**config.mk**
```make
export PLATFORM = sky130hd
export DESIGN_NAME = fetch_prefetch_unit
export DESIGN_NICKNAME = d
export VERILOG_FILES = /design/src/rtl/fetch_pkg.sv /design/src/rtl/fetch_fifo.sv /design/src/rtl/fetch_prefetch_unit.sv
export SDC_FILE = /design/constraint.sdc
export NUM_CORES = 1
export LEC_CHECK = 0
export BUFFER_PORTS_ARGS = -buffer_cell sky130_fd_sc_hd__buf_2
export CAP_MARGIN = 20
export CORE_ASPECT_RATIO = 1.75
export CORE_MARGIN = 10
export CORE_UTILIZATION = 35
export CTS_CLUSTER_DIAMETER = 50
export CTS_CLUSTER_SIZE = 28
export DETAILED_ROUTE_END_ITERATION = 8
export GPL_TIMING_DRIVEN = 0
export SETUP_SLACK_MARGIN = 0.4
export SYNTH_ARGS = -nofsm -noshare
export SYNTH_HDL_FRONTEND = slang
export SYNTH_SLANG_ARGS = --single-unit
```
**constraint.sdc**
```tcl
create_clock -name clk_i -period 6.3 [get_ports clk_i]
set_input_delay 1.575 -clock clk_i [delete_from_list [all_inputs] [get_ports clk_i]]
set_output_delay 1.575 -clock clk_i [all_outputs]
set_load 0.05 [all_outputs]
```
**src/rtl/fetch_pkg.sv**
```systemverilog
// Shared types and constants for the rv32i instruction prefetch unit.
// Queue entries are XLEN wide, so the top-level DataWidth must equal XLEN.
package fetch_pkg;

    localparam int unsigned XLEN        = 32;
    localparam int unsigned INSTR_BYTES = 4;
    localparam logic [3:0]  MASK_WORD   = 4'b1111;

    typedef struct packed {
        logic [XLEN-1:0] pc;
        logic [XLEN-1:0] instr;
    } fetch_entry_t;

endpackage

```
**src/rtl/fetch_fifo.sv**
```systemverilog
// Synchronous FIFO of fetch entries with flush. Depth must be a power of two so
// the read and write pointers wrap naturally.
module fetch_fifo
    import fetch_pkg::*;
#(
    parameter int unsigned Depth = 4
) (
    input  logic                       clk_i,
    input  logic                       rst_i,
    input  logic                       flush_i,
    input  logic                       push_i,
    input  fetch_entry_t               data_i,
    input  logic                       pop_i,
    output fetch_entry_t               data_o,
    output logic [$clog2(Depth+1)-1:0] count_o,
    output logic                       empty_o,
    output logic                       full_o
);

    localparam int unsigned PtrW = $clog2(Depth);
    localparam int unsigned CntW = $clog2(Depth + 1);

    fetch_entry_t    mem_q [Depth];
    logic [PtrW-1:0] rd_ptr_q, rd_ptr_d;
    logic [PtrW-1:0] wr_ptr_q, wr_ptr_d;
    logic [CntW-1:0] count_q, count_d;

    always_comb begin
        rd_ptr_d = rd_ptr_q;
        wr_ptr_d = wr_ptr_q;
        count_d  = count_q;
        if (flush_i) begin
            rd_ptr_d = '0;
            wr_ptr_d = '0;
            count_d  = '0;
        end else begin
            if (push_i) wr_ptr_d = wr_ptr_q + PtrW'(1);
            if (pop_i)  rd_ptr_d = rd_ptr_q + PtrW'(1);
            count_d = count_q + CntW'(push_i) - CntW'(pop_i);
        end
    end

    always_ff @(posedge clk_i) begin
        if (rst_i) begin
            rd_ptr_q <= '0;
            wr_ptr_q <= '0;
            count_q  <= '0;
        end else begin
            rd_ptr_q <= rd_ptr_d;
            wr_ptr_q <= wr_ptr_d;
            count_q  <= count_d;
        end
    end

    // Storage is not reset; the consumer qualifies the head with empty_o.
    always_ff @(posedge clk_i) begin
        if (push_i && !flush_i) mem_q[wr_ptr_q] <= data_i;
    end

    assign data_o  = mem_q[rd_ptr_q];
    assign count_o = count_q;
    assign empty_o = (count_q == '0);
    assign full_o  = (32'(count_q) == Depth);

    a_no_overflow: assert property (@(posedge clk_i) disable iff (rst_i)
        !(push_i && !pop_i && !flush_i && full_o));

endmodule

```
**src/rtl/fetch_prefetch_unit.sv**
```systemverilog
// Instruction fetch unit: pipelined imem requests into an in-order prefetch queue,
// with redirect flush and discard of stale in-flight responses.
module fetch_prefetch_unit
    import fetch_pkg::*;
#(
    parameter int unsigned          DataWidth      = XLEN,
    parameter int unsigned          Depth          = 4,
    parameter int unsigned          MaxOutstanding = 2,
    parameter logic [DataWidth-1:0] ResetVector    = '0
) (
    input  logic                 clk_i,
    input  logic                 rst_i,
    input  logic                 stall_i,
    input  logic                 redirect_i,
    input  logic [DataWidth-1:0] redirect_address_i,
    output logic                 imem_request_o,
    input  logic                 imem_gnt_i,
    output logic [DataWidth-1:0] imem_address_o,
    input  logic                 imem_rvalid_i,
    input  logic [DataWidth-1:0] imem_rdata_i,
    output logic                 we_re_o,
    output logic [3:0]           mask_o,
    output logic                 instr_valid_o,
    output logic [DataWidth-1:0] instruction_o,
    output logic [DataWidth-1:0] instr_pc_o,
    output logic [DataWidth-1:0] pre_address_pc_o,
    input  logic                 decode_ready_i
);

    localparam int unsigned CntW = $clog2(Depth + 1);
    localparam int unsigned OutW = $clog2(MaxOutstanding + 1);

    logic [DataWidth-1:0] fetch_pc_q, fetch_pc_d;
    logic [DataWidth-1:0] resp_pc_q, resp_pc_d;
    logic [OutW-1:0]      outstanding_q, outstanding_d;
    logic [OutW-1:0]      discard_q, discard_d;
    logic [CntW-1:0]      count;
    logic                 fifo_empty, fifo_full;
    logic                 grant, push, pop;
    logic [DataWidth-1:0] redirect_pc;
    logic                 unused_addr_bits;
    fetch_entry_t         push_entry, head;

    assign redirect_pc      = {redirect_address_i[DataWidth-1:2], 2'b00};
    assign unused_addr_bits = ^redirect_address_i[1:0];

    // Credit rule: queued plus in-flight never exceeds Depth, so pushes cannot overflow.
    assign imem_request_o = !rst_i && !redirect_i && !stall_i
                          && (32'(outstanding_q) < MaxOutstanding)
                          && ((32'(count) + 32'(outstanding_q)) < Depth);
    assign imem_address_o = fetch_pc_q;
    assign grant          = imem_request_o && imem_gnt_i;

    assign push       = imem_rvalid_i && !redirect_i && (discard_q == '0);
    assign pop        = instr_valid_o && decode_ready_i && !redirect_i;
    assign push_entry = '{pc: resp_pc_q, instr: imem_rdata_i};

    always_comb begin
        fetch_pc_d    = fetch_pc_q;
        resp_pc_d     = resp_pc_q;
        discard_d     = discard_q;
        outstanding_d = outstanding_q + OutW'(grant) - OutW'(imem_rvalid_i);
        if (redirect_i) begin
            fetch_pc_d = redirect_pc;
            resp_pc_d  = redirect_pc;
            // Every response still owed after this cycle belongs to the old stream.
            discard_d  = outstanding_q - OutW'(imem_rvalid_i) + OutW'(grant);
        end else begin
            if (grant) fetch_pc_d = fetch_pc_q + DataWidth'(INSTR_BYTES);
            if (push)  resp_pc_d  = resp_pc_q + DataWidth'(INSTR_BYTES);
            if (imem_rvalid_i && (discard_q != '0)) discard_d = discard_q - OutW'(1);
        end
    end

    always_ff @(posedge clk_i) begin
        if (rst_i) begin
            fetch_pc_q    <= ResetVector;
            resp_pc_q     <= ResetVector;
            outstanding_q <= '0;
            discard_q     <= '0;
        end else begin
            fetch_pc_q    <= fetch_pc_d;
            resp_pc_q     <= resp_pc_d;
            outstanding_q <= outstanding_d;
            discard_q     <= discard_d;
        end
    end

    fetch_fifo #(
        .Depth (Depth)
    ) u_fifo (
        .clk_i   (clk_i),
        .rst_i   (rst_i),
        .flush_i (redirect_i),
        .push_i  (push),
        .data_i  (push_entry),
        .pop_i   (pop),
        .data_o  (head),
        .count_o (count),
        .empty_o (fifo_empty),
        .full_o  (fifo_full)
    );

    assign instr_valid_o    = !fifo_empty;
    assign instruction_o    = instr_valid_o ? head.instr : '0;
    assign instr_pc_o       = instr_valid_o ? head.pc : '0;
    assign pre_address_pc_o = instr_valid_o ? head.pc + DataWidth'(INSTR_BYTES) : '0;
    assign we_re_o          = 1'b0;
    assign mask_o           = MASK_WORD;

    a_rvalid_owed: assert property (@(posedge clk_i) disable iff (rst_i)
        !(imem_rvalid_i && (outstanding_q == '0)));
    a_discard_bound: assert property (@(posedge clk_i) disable iff (rst_i)
        discard_q <= outstanding_q);
    a_full_credit: assert property (@(posedge clk_i) disable iff (rst_i)
        !(fifo_full && imem_request_o));

endmodule

```
==> reports/results.ini <==
[critical_path]
endpoint_kind=output port
cp.arrival_ns=3.63
worst_path_largest_cell_delay_ns=0.41
crit_family=buffers and inverters
reg2reg_depth=14
cp_common_cell=buf_2
path_depth=10
timing.rr.end=discard_q[1]
crit_chain=buf_2 > buf_2 > mux4_2 > ha_1 > and4_1 > buf_4 > nand4_1 > or4_1 > a21oi_1 > buf_2
r2r-start=outstanding_q[1]
crit_fanout=10
required_ns=4.72
crit_type=reg -> out
start_kind=register
ff2ff_setup_slack_ns=3.24
crit_buf_inv=4
slowest_stage=or4_1

[sta]
rsz0062_at_grt=no
max_freq_ghz=0.192
period_share_pct=82.6
fin_skew_ns=0.0304
setup_ws_ns=1.09
tns_ns=0
maxSlewHeadroom_pct=46.8
drv_slew=0
finalHoldViolCount=0
worst_slew_pin_slew_ns=0.791
fin_crit_ns=5.21
setup_viol=0

[yosys]
synth-seq-cells=321
netlist_top_cells_area=edfxtp_1 (52%), dfxtp_1 (10%), mux4_2 (8.5%)
synth.avg_cell_area_um2=13.8
yosysSeqAreaShare_pct=62.5
synth_cells=1031
post-synth-top-area-fraction_pct=52.3
ys_types=62
synthesis.area_um2=14200
synth_top_area_cell=edfxtp_1
synth_edf_count=248
synthFlopType=edfxtp_1
synthArstFlopShare_pct=0
yosys_warnings=0

[die]
dieArea_um2=49500
rows=97
start_util_pct=35.5
fp.dieW_um=172
num_io_pins=206
dieHeight_um=287
design.core.area_um2=40200

[clocking]
htree_levels=1
post_cts_buffers=0
cts_resized=0
cts_buffer_depth=3
worstSkewPairLatency_ns=0.56
cts.clk_slew.worst_paths_ns=0.09
ctsHoldBuffers=0
cts_tree=yes
cts_made_buffers=23
cts_sinks=321
cts_root_buf=clkbuf_16

[final_layout]
final_common_cell=edfxtp_1
area_growth_pct=18.3
final_cell_mix=edfxtp_1 (248), buf_2 (197), dfxtp_1 (73)
instances_no_fill=1821
design_area_um2=16900
drive_gt1_share_pct=26.5
layout.nets=1345
nFillCells=3779

[detailed_routing]
drc_errors=0
initialDrtViolationCount=581
ant_nets=0
viasPerCell=5.19
drtPass1Iterations=6
avgRoutedWirePerCell_um=21.9
routed_wirelength_mm=39.9
vias=9449

[grt]
antenna_found_initial=1
grt_usage_pct=15.8
grt_pass1_vias=9943
grt_pass1_wl_mm=59.4
overflow=0
grt_max_degree=39

[placed_design]
port_buffers=190
hpwl_mm=29.2
postPlaceCellArea_um2=16000
dpl.cell_count=1778
gp_congestion=0.926
pre_cts_ws_ns=1.61

[run]
max_cap_viol_count=0

[min_path]
whs_path_depth=2
hp-class=reg -> reg
holdPathEnd=u_fifo.wr_ptr_q[1]
hold_start=u_fifo.wr_ptr_q[1]

[pwr]
cellPowerDensity_nw_per_um2=268
irDropWorstVdd_uv=221
leakage_nw=5.95
p_total_mw=4.52

[run_status]
status=finished clean

[per-layer routing]
| metal | wire (um) | share of wire, % | track usage [%] | vias up |
|---|---|---|---|---|
| li1 | - | - | - | 4387 |
| met2 | 21600 | 54 | 29.5 | 307 |
| met1 | 14600 | 37 | 17.3 | 4688 |
| met3 | 2340 | 5.9 | 2.32 | 67 |
| met4 | 1330 | 3.3 | 6.10 | 0 |
| met5 | 0 | 0 | 0 | - |
[kinds of logic after synthesis]
| kind of cell | after synthesis | share of synthesized area, % |
|---|---|---|
| buf+inv | 96 | 3.32 |
| mux | 71 | 10.6 |
| flops | 321 | 62.5 |
| compound gates | 145 | 6.33 |
| simple gates | 336 | 13.1 |
| xor+xnor | 46 | 2.83 |
| other cells | 2 | 0.0527 |
| fa+ha+maj | 14 | 1.28 |
[flip-flops by register name (all words and copies together), names as in the netlist, named ones only]
name             cells
discard_q            2
u_fifo.mem_q       248
resp_pc_q           30
imem_address_o      30
u_fifo.rd_ptr_q      2
u_fifo.wr_ptr_q      2
u_fifo.count_o       3
outstanding_q        2
[synth_stat cells, types with 8 or more instances]
cell type  number
edfxtp_1      248
dfxtp_1        73
and2_1         70
nor2_1         67
nand2_1        55
mux4_2         54
a21oi_1        43
clkbuf_1       39
xnor2_1        31
inv_1          27
o21ai_0        27
nand3_1        25
a31oi_1        23
nand4_1        23
buf_4          15
nor3_1         15
xor2_1         15
a211oi_1       14
and3_1         14
nor4_1         14
ha_1           13
or4_1          12
and4_1         11
o31ai_1        10
a21boi_0        8
[worst max path at each step]
stage	slack (ns)	end	from
6_report	1.09	pre_address_pc_o[26]	register
3_5_place_dp	1.61	pre_address_pc_o[26]	register
4_1_cts	1.01	pre_address_pc_o[26]	register
5_1_grt	0.89	pre_address_pc_o[26]	register
2_1_floorplan	1.96	pre_address_pc_o[30]	register
3_3_place_gp	0.46	u_fifo.mem_q[0][10]	redirect_i
[power breakdown]
part           internal, mW  leakage, nW  switching [mW]  total (mW)
clock                 0.737        0.386           0.849        1.59
sequential             2.35         2.87          0.0531        2.40
combinational         0.154         2.70           0.377       0.531
total                  3.24         5.95            1.28        4.52
[cell type report]
class | instances | area (um^2) | share of cell area, %
antenna | 1 | 2.50 | 0.0148
buffer | 68 | 368 | 2.18
clock buffer | 25 | 583 | 3.46
clock inverter | 16 | 229 | 1.36
inverter | 28 | 105 | 0.624
multi-input combinational | 623 | 4910 | 29.1
sequential | 321 | 8910 | 52.9
tap | 544 | 681 | 4.04
timing repair buffer | 195 | 1070 | 6.34
[per-stage QoR]
stage / utilization (%) / hold WS (ns)
floorplan: - / 0.469
global placement: 39.6 / 0.482
detailed placement: 39.9 / 0.495
CTS: 41.9 / 0.508
global route: 41.9 / 0.528
finish: 41.9 / 0.505
[worst min-delay path: cells and delay by family, from the launching register on]
kind | cells | cell delay, ns
DFF | 1 | 0.34
AOI/OAI and AO/OA | 1 | 0.06
and+or+nand+nor | 1 | 0.07
Power figures use the tool's default switching activity.
